`config.mk`:
```
export PLATFORM = sky130hd
export DESIGN_NAME = pipe_hazard_ctrl_flat
export DESIGN_NICKNAME = d
export VERILOG_FILES = /design/src/rtl/pipe_hazard_ctrl_pkg.sv /design/src/rtl/pipe_hazard_ctrl_if.sv /design/src/rtl/pipe_hazard_ctrl_div_busy_cnt.sv /design/src/rtl/pipe_hazard_ctrl.sv /design/src/flat_wrapper.sv
export SDC_FILE = /design/constraint.sdc
export NUM_CORES = 1
export LEC_CHECK = 0
export CORE_MARGIN = 5
export CORE_UTILIZATION = 40
export DETAILED_ROUTE_END_ITERATION = 8
export PLACE_DENSITY_LB_ADDON = 0.12
export RECOVER_POWER = 100
export SETUP_SLACK_MARGIN = 0.02
export SYNTH_ARGS = -nofsm -noshare
export SYNTH_HDL_FRONTEND = slang
export SYNTH_SLANG_ARGS = --single-unit
```
`constraint.sdc`:
```
create_clock -name clk -period 1.8 [get_ports clk]
set_clock_uncertainty 0.1 [all_clocks]
set_input_delay 0.18 -clock clk [delete_from_list [all_inputs] [get_ports clk]]
set_output_delay 0.18 -clock clk [all_outputs]
set_load 0.05 [all_outputs]
```
`src/rtl/pipe_hazard_ctrl_pkg.sv`:
```
// Shared types and defaults for the pipeline stall/flush sequencer.
package pipe_hazard_ctrl_pkg;

  typedef enum logic [1:0] {
    StRun   = 2'd0,
    StDiv   = 2'd1,
    StDrain = 2'd2
  } fsm_e;

  localparam int unsigned DivCyclesDef = 33;
  localparam int unsigned CntWDef      = 6;

endpackage

```
`src/rtl/pipe_hazard_ctrl_if.sv`:
```
// Hazard request / segment control bundle between the pipeline and the hazard sequencer.
interface pipe_hazard_ctrl_if;

  logic exc_flush;
  logic if_wait;
  logic mem_wait;
  logic id_load_use;
  logic ex_div_start;

  logic pc_stall;
  logic if_id_stall;
  logic if_id_refresh;
  logic id_ex_stall;
  logic id_ex_refresh;
  logic ex_mem_stall;
  logic ex_mem_refresh;
  logic mem_wb_stall;
  logic mem_wb_refresh;
  logic div_busy;
  logic div_cancel;

  // Pipeline side: raises hazard requests, obeys segment controls.
  modport master (
    output exc_flush, if_wait, mem_wait, id_load_use, ex_div_start,
    input  pc_stall, if_id_stall, if_id_refresh, id_ex_stall, id_ex_refresh,
    input  ex_mem_stall, ex_mem_refresh, mem_wb_stall, mem_wb_refresh,
    input  div_busy, div_cancel
  );

  // Sequencer side.
  modport slave (
    input  exc_flush, if_wait, mem_wait, id_load_use, ex_div_start,
    output pc_stall, if_id_stall, if_id_refresh, id_ex_stall, id_ex_refresh,
    output ex_mem_stall, ex_mem_refresh, mem_wb_stall, mem_wb_refresh,
    output div_busy, div_cancel
  );

endinterface

```
`src/rtl/pipe_hazard_ctrl_div_busy_cnt.sv`:
```
// Divider occupancy counter and sequencer state (RUN / DIV / DRAIN).
module div_busy_cnt
  import pipe_hazard_ctrl_pkg::*;
#(
  parameter int unsigned DIV_CYCLES = DivCyclesDef,
  parameter int unsigned CNT_W      = CntWDef
) (
  input  logic clk,
  input  logic resetn,
  input  logic exc_flush,
  input  logic mem_wait,
  input  logic if_wait,
  input  logic ex_div_start,
  output fsm_e fsm
);

  fsm_e             fsm_q;
  logic [CNT_W-1:0] div_cnt_q;

  always_ff @(posedge clk or negedge resetn) begin
    if (!resetn) begin
      fsm_q     <= StRun;
      div_cnt_q <= '0;
    end else if (exc_flush) begin
      // Flush during an outstanding fetch must discard the wrong-path return.
      fsm_q     <= if_wait ? StDrain : StRun;
      div_cnt_q <= '0;
    end else if (!mem_wait) begin
      case (fsm_q)
        StRun: begin
          if (ex_div_start) begin
            fsm_q     <= StDiv;
            div_cnt_q <= CNT_W'(DIV_CYCLES - 1);
          end
        end
        StDiv: begin
          if (div_cnt_q == CNT_W'(1)) begin
            fsm_q     <= StRun;
            div_cnt_q <= '0;
          end else begin
            div_cnt_q <= div_cnt_q - CNT_W'(1);
          end
        end
        StDrain: begin
          if (!if_wait) fsm_q <= StRun;
        end
        default: begin
          fsm_q     <= StRun;
          div_cnt_q <= '0;
        end
      endcase
    end
  end

  assign fsm = fsm_q;

endmodule

```
`src/rtl/pipe_hazard_ctrl.sv`:
```
// Central stall/flush sequencer for the 5-stage pipeline.
// Optional performance counters enabled by defining PIPE_PERF_CNT_EN.
module pipe_hazard_ctrl
  import pipe_hazard_ctrl_pkg::*;
#(
  parameter int unsigned DIV_CYCLES = DivCyclesDef,
  parameter int unsigned CNT_W      = CntWDef
) (
  input  logic                clk,
  input  logic                resetn,
  pipe_hazard_ctrl_if.slave   hz
`ifdef PIPE_PERF_CNT_EN
  ,
  output logic [31:0]         perf_stall_cycles,
  output logic [31:0]         perf_flush_cnt
`endif
);

  fsm_e fsm;

  div_busy_cnt #(
    .DIV_CYCLES (DIV_CYCLES),
    .CNT_W      (CNT_W)
  ) u_div_busy_cnt (
    .clk          (clk),
    .resetn       (resetn),
    .exc_flush    (hz.exc_flush),
    .mem_wait     (hz.mem_wait),
    .if_wait      (hz.if_wait),
    .ex_div_start (hz.ex_div_start),
    .fsm          (fsm)
  );

  logic pc_stall;
  logic if_id_stall, id_ex_stall, ex_mem_stall, mem_wb_stall;
  logic if_id_refresh, id_ex_refresh, ex_mem_refresh, mem_wb_refresh;
  logic div_cancel;

  always_comb begin
    pc_stall       = 1'b0;
    if_id_stall    = 1'b0;
    id_ex_stall    = 1'b0;
    ex_mem_stall   = 1'b0;
    mem_wb_stall   = 1'b0;
    if_id_refresh  = 1'b0;
    id_ex_refresh  = 1'b0;
    ex_mem_refresh = 1'b0;
    mem_wb_refresh = 1'b0;
    div_cancel     = 1'b0;

    if (!resetn) begin
      if_id_refresh  = 1'b1;
      id_ex_refresh  = 1'b1;
      ex_mem_refresh = 1'b1;
      mem_wb_refresh = 1'b1;
    end else begin
      if (hz.exc_flush) begin
        if_id_refresh  = 1'b1;
        id_ex_refresh  = 1'b1;
        ex_mem_refresh = 1'b1;
        mem_wb_refresh = 1'b1;
        div_cancel     = (fsm == StDiv);
      end else if (hz.mem_wait) begin
        pc_stall       = 1'b1;
        if_id_stall    = 1'b1;
        id_ex_stall    = 1'b1;
        ex_mem_stall   = 1'b1;
        mem_wb_refresh = 1'b1;
      end else if ((fsm == StDiv) || hz.ex_div_start) begin
        pc_stall       = 1'b1;
        if_id_stall    = 1'b1;
        id_ex_stall    = 1'b1;
        ex_mem_refresh = 1'b1;
      end else if (hz.id_load_use) begin
        pc_stall       = 1'b1;
        if_id_stall    = 1'b1;
        id_ex_refresh  = 1'b1;
      end else if (hz.if_wait) begin
        pc_stall       = 1'b1;
        if_id_refresh  = 1'b1;
      end

      // Every fetch landing while draining is wrong-path and must be dropped.
      if ((fsm == StDrain) && !hz.exc_flush) begin
        if_id_refresh = 1'b1;
        if (hz.if_wait) pc_stall = 1'b1;
      end
    end

    // Clearing a segment takes precedence over holding it.
    if (if_id_refresh)  if_id_stall  = 1'b0;
    if (id_ex_refresh)  id_ex_stall  = 1'b0;
    if (ex_mem_refresh) ex_mem_stall = 1'b0;
    if (mem_wb_refresh) mem_wb_stall = 1'b0;
  end

  assign hz.pc_stall       = pc_stall;
  assign hz.if_id_stall    = if_id_stall;
  assign hz.if_id_refresh  = if_id_refresh;
  assign hz.id_ex_stall    = id_ex_stall;
  assign hz.id_ex_refresh  = id_ex_refresh;
  assign hz.ex_mem_stall   = ex_mem_stall;
  assign hz.ex_mem_refresh = ex_mem_refresh;
  assign hz.mem_wb_stall   = mem_wb_stall;
  assign hz.mem_wb_refresh = mem_wb_refresh;
  assign hz.div_busy       = (fsm == StDiv);
  assign hz.div_cancel     = div_cancel;

`ifdef PIPE_PERF_CNT_EN
  logic [31:0] perf_stall_q, perf_flush_q;

  always_ff @(posedge clk or negedge resetn) begin
    if (!resetn) begin
      perf_stall_q <= '0;
      perf_flush_q <= '0;
    end else begin
      if (pc_stall)     perf_stall_q <= perf_stall_q + 32'd1;
      if (hz.exc_flush) perf_flush_q <= perf_flush_q + 32'd1;
    end
  end

  assign perf_stall_cycles = perf_stall_q;
  assign perf_flush_cnt    = perf_flush_q;
`endif

endmodule
```
`src/flat_wrapper.sv`:
```
// flat-port wrapper written by rule: the top's interface ports become plain ports
module pipe_hazard_ctrl_flat import pipe_hazard_ctrl_pkg::*;
#(
  parameter int unsigned DIV_CYCLES = DivCyclesDef,
  parameter int unsigned CNT_W      = CntWDef
)
  (clk, resetn, hz_exc_flush, hz_if_wait, hz_mem_wait, hz_id_load_use, hz_ex_div_start, hz_pc_stall, hz_if_id_stall, hz_if_id_refresh, hz_id_ex_stall, hz_id_ex_refresh, hz_ex_mem_stall, hz_ex_mem_refresh, hz_mem_wb_stall, hz_mem_wb_refresh, hz_div_busy, hz_div_cancel);
  pipe_hazard_ctrl_if hz_i ();
  input  logic clk;
  input  logic resetn;
  input wire logic [$bits(hz_i.exc_flush)-1:0] hz_exc_flush;
  input wire logic [$bits(hz_i.if_wait)-1:0] hz_if_wait;
  input wire logic [$bits(hz_i.mem_wait)-1:0] hz_mem_wait;
  input wire logic [$bits(hz_i.id_load_use)-1:0] hz_id_load_use;
  input wire logic [$bits(hz_i.ex_div_start)-1:0] hz_ex_div_start;
  output wire logic [$bits(hz_i.pc_stall)-1:0] hz_pc_stall;
  output wire logic [$bits(hz_i.if_id_stall)-1:0] hz_if_id_stall;
  output wire logic [$bits(hz_i.if_id_refresh)-1:0] hz_if_id_refresh;
  output wire logic [$bits(hz_i.id_ex_stall)-1:0] hz_id_ex_stall;
  output wire logic [$bits(hz_i.id_ex_refresh)-1:0] hz_id_ex_refresh;
  output wire logic [$bits(hz_i.ex_mem_stall)-1:0] hz_ex_mem_stall;
  output wire logic [$bits(hz_i.ex_mem_refresh)-1:0] hz_ex_mem_refresh;
  output wire logic [$bits(hz_i.mem_wb_stall)-1:0] hz_mem_wb_stall;
  output wire logic [$bits(hz_i.mem_wb_refresh)-1:0] hz_mem_wb_refresh;
  output wire logic [$bits(hz_i.div_busy)-1:0] hz_div_busy;
  output wire logic [$bits(hz_i.div_cancel)-1:0] hz_div_cancel;
  assign hz_i.exc_flush = hz_exc_flush;
  assign hz_i.if_wait = hz_if_wait;
  assign hz_i.mem_wait = hz_mem_wait;
  assign hz_i.id_load_use = hz_id_load_use;
  assign hz_i.ex_div_start = hz_ex_div_start;
  assign hz_pc_stall = hz_i.pc_stall;
  assign hz_if_id_stall = hz_i.if_id_stall;
  assign hz_if_id_refresh = hz_i.if_id_refresh;
  assign hz_id_ex_stall = hz_i.id_ex_stall;
  assign hz_id_ex_refresh = hz_i.id_ex_refresh;
  assign hz_ex_mem_stall = hz_i.ex_mem_stall;
  assign hz_ex_mem_refresh = hz_i.ex_mem_refresh;
  assign hz_mem_wb_stall = hz_i.mem_wb_stall;
  assign hz_mem_wb_refresh = hz_i.mem_wb_refresh;
  assign hz_div_busy = hz_i.div_busy;
  assign hz_div_cancel = hz_i.div_cancel;
  pipe_hazard_ctrl #(.DIV_CYCLES(DIV_CYCLES), .CNT_W(CNT_W)) u_core (.clk(clk), .resetn(resetn), .hz(hz_i));
endmodule
```
======== Word level (Yosys, flattened, before mapping) ========
Cells that the tools add are included.
storage, ports and cells
  bits of input ports ..................... 7
  logic and storage cells ................. 69
  output and inout bits ................... 11
  bits in registers ....................... 8
operators by class
  $add $sub $neg .......................... 1
  reduce and logical (&&, ||, !) cells .... 6
  eq/ne operators ......................... 8
  multiplexer cells ....................... 52
operators by type and width
  cell                                                                   count
  1-bit two-way mux                                                      40
  6-bit two-way mux                                                      4
  6-bit one-hot mux with 3 select lines                                  1
  2-bit two-way mux                                                      6
  6-bit by 1-bit equality test with 1-bit output, second input constant  1
  3-bit != test, second input constant                                   2
  2-bit one-hot mux with 3 select lines                                  1
  6-bit by 1-bit subtractor with 6-bit output, second input constant     1
  2-bit != test, second input constant                                   2
  4-bit AND reduction                                                    1
  3-bit by 2-bit != test with 1-bit output, second input constant        1
  3-bit AND reduction                                                    1
  2-bit by 1-bit equality test with 1-bit output, second input constant  1
  2-bit equality test, second input constant                             1
  2-bit zero test                                                        1
  1-bit logical AND                                                      1
  1-bit zero test                                                        1
  1-bit logical OR                                                       1

======== Logic depth before layout (Yosys ltp) ========
  depth after elaboration ................. 8
  gate-level depth with buffers ........... 6
  depth with buffers taken out ............ 6

======== Modules after synthesis ========
Synthesis repeated with hierarchy kept, for this count alone.
unflattened totals
  cell total of the unflattened synthesis .. 76
  area, all modules ....................... 635.6 um^2
by module, submodules not included
  module            area each (um^2)  seq. area each (um^2)  cells an instance  times used
  div_busy_cnt      503.0             200.2                  56                 1
  pipe_hazard_ctrl  132.6             0.0                    20                 1

======== Worst setup path after synthesis ========
Ideal clock, no wire load.
  path kind ............................... flip-flop to output port
  start ................................... register u_core.u_div_busy_cnt.fsm_q[1] (netlist: u_core.u_div_busy_cnt.fsm[1])
  end ..................................... output port hz_pc_stall
  stages on the path, launching flop included .. 4
  data arrival time ....................... 2.619 ns
  setup slack ............................. -1.099 ns
  cell sequence ........................... dfrtp_1 nor2b_1 nor4_1 a21boi_0
between the ends
  cells in the longest elaborated chain, start to end .. 8
  elaborated cells on any way between the ends .. 10
ends and longest elaborated chain
  element                                           line                                 RTL
  start, declared                                   pipe_hazard_ctrl_div_busy_cnt.sv:17  fsm_e fsm_q;
  start signal, assigned                            pipe_hazard_ctrl_div_busy_cnt.sv:22  fsm_q <= StRun;
  start signal, assigned                            pipe_hazard_ctrl_div_busy_cnt.sv:26  fsm_q <= if_wait ? StDrain : StRun;
  start signal, assigned                            pipe_hazard_ctrl_div_busy_cnt.sv:32  fsm_q <= StDiv;
  2-bit by 1-bit equality test with 1-bit output *  -
  via hz_div_busy                                   flat_wrapper.sv:25                   output wire logic [$bits(hz_i.div_busy)-1:0] hz_div_busy;
  1-bit logical OR *                                pipe_hazard_ctrl.sv:69               end else if ((fsm == StDiv) || hz.ex_div_start) begin
  1-bit two-way mux *                               pipe_hazard_ctrl.sv:69
  1-bit two-way mux *                               pipe_hazard_ctrl.sv:63               end else if (hz.mem_wait) begin
  1-bit two-way mux *                               pipe_hazard_ctrl.sv:57               if (hz.exc_flush) begin
  1-bit two-way mux                                 pipe_hazard_ctrl.sv:86               if (hz.if_wait) pc_stall = 1'b1;
  1-bit two-way mux *                               pipe_hazard_ctrl.sv:84               if ((fsm == StDrain) && !hz.exc_flush) begin
  1-bit two-way mux *                               pipe_hazard_ctrl.sv:51               if (!resetn) begin
  end, declared                                     flat_wrapper.sv:16                   output wire logic [$bits(hz_i.pc_stall)-1:0] hz_pc_stall;
Mark *: on every way through the listed nets, which the timed path passes. The rest lies on a longest branch.

======== Worst setup path in the final report ========
  start ................................... register u_core.u_div_busy_cnt.fsm_q[1] (netlist: u_core.u_div_busy_cnt.fsm[1])
  end ..................................... output port hz_div_cancel
between the ends
  cells in the longest elaborated chain, start to end .. 3
ends and longest elaborated chain
  element                                         line                    RTL
  2-bit by 1-bit equality test with 1-bit output  pipe_hazard_ctrl.sv:62  div_cancel = (fsm == StDiv);
  1-bit two-way mux                               pipe_hazard_ctrl.sv:57
  1-bit two-way mux                               pipe_hazard_ctrl.sv:51
  end, declared                                   flat_wrapper.sv:26      output wire logic [$bits(hz_i.div_cancel)-1:0] hz_div_cancel;
No other way between the ends.

==> key figures <==
Route
  • WL final: 1719 um
  • First-pass detailed-route iteration total: 4
  • Via count: 668
  • Drc violations: 0
  • Vias per cell: 5.521
  • 1st-iter DRT viols: 36
  • Routed len/inst: 14.21 um
  • Final antenna-violating net count: 0

Critical path
  • Worst Path Max Fanout: 4
  • CP most frequent cell: buf_6
  • Max stage delay on crit path: 0.40 ns
  • Worst EP required: 1.52 ns
  • Crit Path Class: flop to output pin
  • Worst Setup End Kind: output pin
  • CP max-delay cell: dfrtp_2
  • WP data arrival: 1.47 ns
  • Critical-path cell list: buf_6 > nor2b_4 > buf_6 > and3_4 > buf_12
  • Worst Setup Start Kind: flop

Hold path
  • Hold Crit Class: input pin to asynchronous set/reset pin

Die
  • DIE WIDTH: 48.18 um
  • IO Pins: 18
  • Die ar.: 2321 um2
  • Die Y: 48.18 um
  • Num rows: 13
  • Initial Util: 0.4371
  • Core area: 1334 um2

Pwr
  • Leak: 0.4370 nW
  • Reg power frac: 0.343
  • P_sw: 0.2010 mW
  • Logic gate share of total power: 0.414
  • Internal power: 0.3739 mW
  • Max IR drop VDD: 0.0004480 V
  • Power per Cell Area: 563.8 nW/um2
  • Power share of the clock group: 0.243
  • Sw Ratio: 0.3497

Place
  • Post-Place Setup Slack: 0.02776 ns
  • HPWL after detailed placement: 1292 um
  • IO buf count: 16
  • GPL Wtd Cong: 0.8315

Global routing
  • Remaining Overflow, GRT: 0
  • First-pass GRT wire length: 2732 um
  • Initial antenna violation count: 0
  • Vias in the first global route: 579
  • Largest net degree at the start of global routing: 10
  • Total global-route track usage: 0.1731

Synth
  • Simple-gate area share of the yosys netlist: 0.2747
  • Avg Cell Area, Syn: 7.879 um2
  • #FFs+latches synth: 8
  • Largest family of logic cells by synthesized area: simple AND/OR/NAND/NOR gates
  • Yosys warning total: 0
  • Most area-consuming cells after synthesis: dfrtp_1 (34%), a21oi_1 (6.9%), inv_1 (4.5%)
  • Sequential fraction of the synthesis area: 0.3433
  • Xor/xnor share of the synthesized area: 0
  • Yosys top cell by area: dfrtp_1
  • Mux cell area share after synthesis: 0
  • Cells after Synth: 74
  • Syn Std Cell Area: 583.1 um2
  • Post-synth top area share: 0.3433
  • Synth Area in Adders: 0.04292
  • Net Count, Synth: 83
  • Post-synthesis compound-gate area fraction: 0.2618
  • Netlist cell types: 29

Clock tree
  • CTS tree: yes
  • Clk slew on worst S/H paths: 0.06 ns
  • Clk root buf: clkbuf_4
  • Max Root-Sink Buffers: 2
  • Htree depth: 1
  • CTS buffer count: 3
  • Clk_lat worst skew: 0.26 ns
  • CTS Sinks: 8

Layout
  • Commonest non-fill, non-tap cells in the layout: buf_4 (16), a21oi_1 (8), inv_1 (7), dfrtp_1 (7), buf_12 (6)
  • Area grow syn2layout: 74.89%
  • FILL cells: 93
  • Share of layout cells above drive strength 1: 0.3868
  • Most common cell after layout, fill and taps aside: buf_4
  • Nets@finish: 117
  • Antenna cells: 0

STA
  • Min cycle time layout: 1.749 ns
  • Final period util: 0.9717
  • Final Worst Setup Slack: 0.05094 ns
  • Final-report max-slew violation count: 0
  • RSZ-0062 raised after global routing: yes
  • Setup_tns: 0 ns
  • # setup viols final: 0
  • Fmax: 571.7 MHz
  • Final Hold Viols: 0

Job
  • MaxCap Viol Count: 0

Run status
  • Outcome: finished clean
-- path summary, 6_finish.rpt --
kind	start	end	slack (ns)	cells after the start
max in group asynchronous	resetn	u_core.u_div_busy_cnt.fsm[1]	1.23	2
worst min register to register	u_core.u_div_busy_cnt.div_cnt_q[4]	u_core.u_div_busy_cnt.div_cnt_q[4]	0.44	2
worst min-delay path	resetn	u_core.u_div_busy_cnt.div_cnt_q[2]	0.21	2
worst max-delay path	u_core.u_div_busy_cnt.fsm[1]	hz_div_cancel	0.05	5
worst max register to register	u_core.u_div_busy_cnt.div_cnt_q[0]	u_core.u_div_busy_cnt.div_cnt_q[0]	0.11	5
min in group clk	hz_ex_div_start	u_core.u_div_busy_cnt.div_cnt_q[2]	0.37	5
-- cell type report --
type	instances	area, um2	area share
clock buffers	3	22.52	0.02209
well taps	15	18.77	0.01840
flip-flops and latches	8	201.4	0.1975
inverters	7	26.28	0.02577
multi-input cells	56	410.4	0.4025
repair buffers	32	340.3	0.3337
-- Yosys cell counts --
| master | number |
|---|---|
| inv_1 | 7 |
| or3_1 | 2 |
| o31a_2 | 1 |
| o22ai_1 | 1 |
| nor3_1 | 2 |
| nand3b_1 | 1 |
| buf_4 | 1 |
| a31oi_1 | 3 |
| clkbuf_1 | 2 |
| nor3_2 | 1 |
| or4b_1 | 1 |
| a21boi_0 | 2 |
| nand2_1 | 4 |
| nand3_1 | 2 |
| nand2b_1 | 2 |
| a21oi_1 | 8 |
| ha_1 | 2 |
| dfrtp_1 | 8 |
| nor4_1 | 3 |
| o21ai_0 | 3 |
| and3_1 | 1 |
| a21o_1 | 2 |
| and2_1 | 1 |
| conb_1 | 1 |
| o31ai_1 | 2 |
| a22oi_1 | 1 |
| a311o_1 | 1 |
| nor2b_1 | 3 |
| nor2_1 | 6 |
-- state kept, by name (all words and copies together), names as in the netlist --
| register | flops |
|---|---|
| u_core.u_div_busy_cnt.fsm | 2 |
| u_core.u_div_busy_cnt.div_cnt_q | 6 |
-- power groups by stage --
stage | Combinational [mW] | Sequential, mW | Clock (mW)
floorplan | 0.113 | 0.202 | 0
global placement | 0.209 | 0.202 | 0
detailed placement | 0.210 | 0.202 | 0
CTS | 0.225 | 0.196 | 0.140
global route | 0.254 | 0.198 | 0.153
finish | 0.238 | 0.197 | 0.140
-- layer usage --
layer / GRT usage / part of all wire / vias up
li1: - / - / 329
met2: 0.2500 / 0.46 / 26
met5: 0 / 0 / -
met3: 0.04428 / 0.063 / 5
met1: 0.2421 / 0.46 / 308
met4: 0.07527 / 0.012 / 0
-- metrics by stage --
| step | hold WS [ns] | total power, mW | std cells | utilization | instance area (um2) |
|---|---|---|---|---|---|
| 4_1_cts | 0.1523 | 0.5611 | 121 | 0.7336 | 978.4 |
| 6_report | 0.2115 | 0.5750 | 121 | 0.7645 | 1020 |
| 3_3_place_gp | 0.4252 | 0.4104 | 116 | 0.6914 | 922.1 |
| 3_5_place_dp | 0.4194 | 0.4125 | 116 | 0.6914 | 922.1 |
| 2_1_floorplan | -0.2156 | 0.3147 | 74 | - | 603.1 |
| 5_1_grt | 0.2348 | 0.6058 | 121 | 0.7645 | 1020 |
-- worst max-delay path: cells and delay by family, from the launching register on --
kind,cells,cell delay [ns]
flip-flops,1,0.40
buffers and inverters,3,0.40
AND/OR/NAND/NOR,2,0.41
-- kinds of logic (layout without fill, tap and decap cells) --
kind of cell,after synthesis,after routing
compound gates,24,24
fa+ha+maj,2,2
buf+inv,10,42
flops,8,8
other cells,1,1
simple gates,29,29
-- timing repair --
action | in CTS | in global routing
hold buffers | 0 | 0
setup buffers | 2 | 1
pin swaps | 0 | 3
gates resized for setup | 4 | 9
setup endpoints to repair | 4 | 8
No activity file was read; power rests on OpenSTA's default activity.
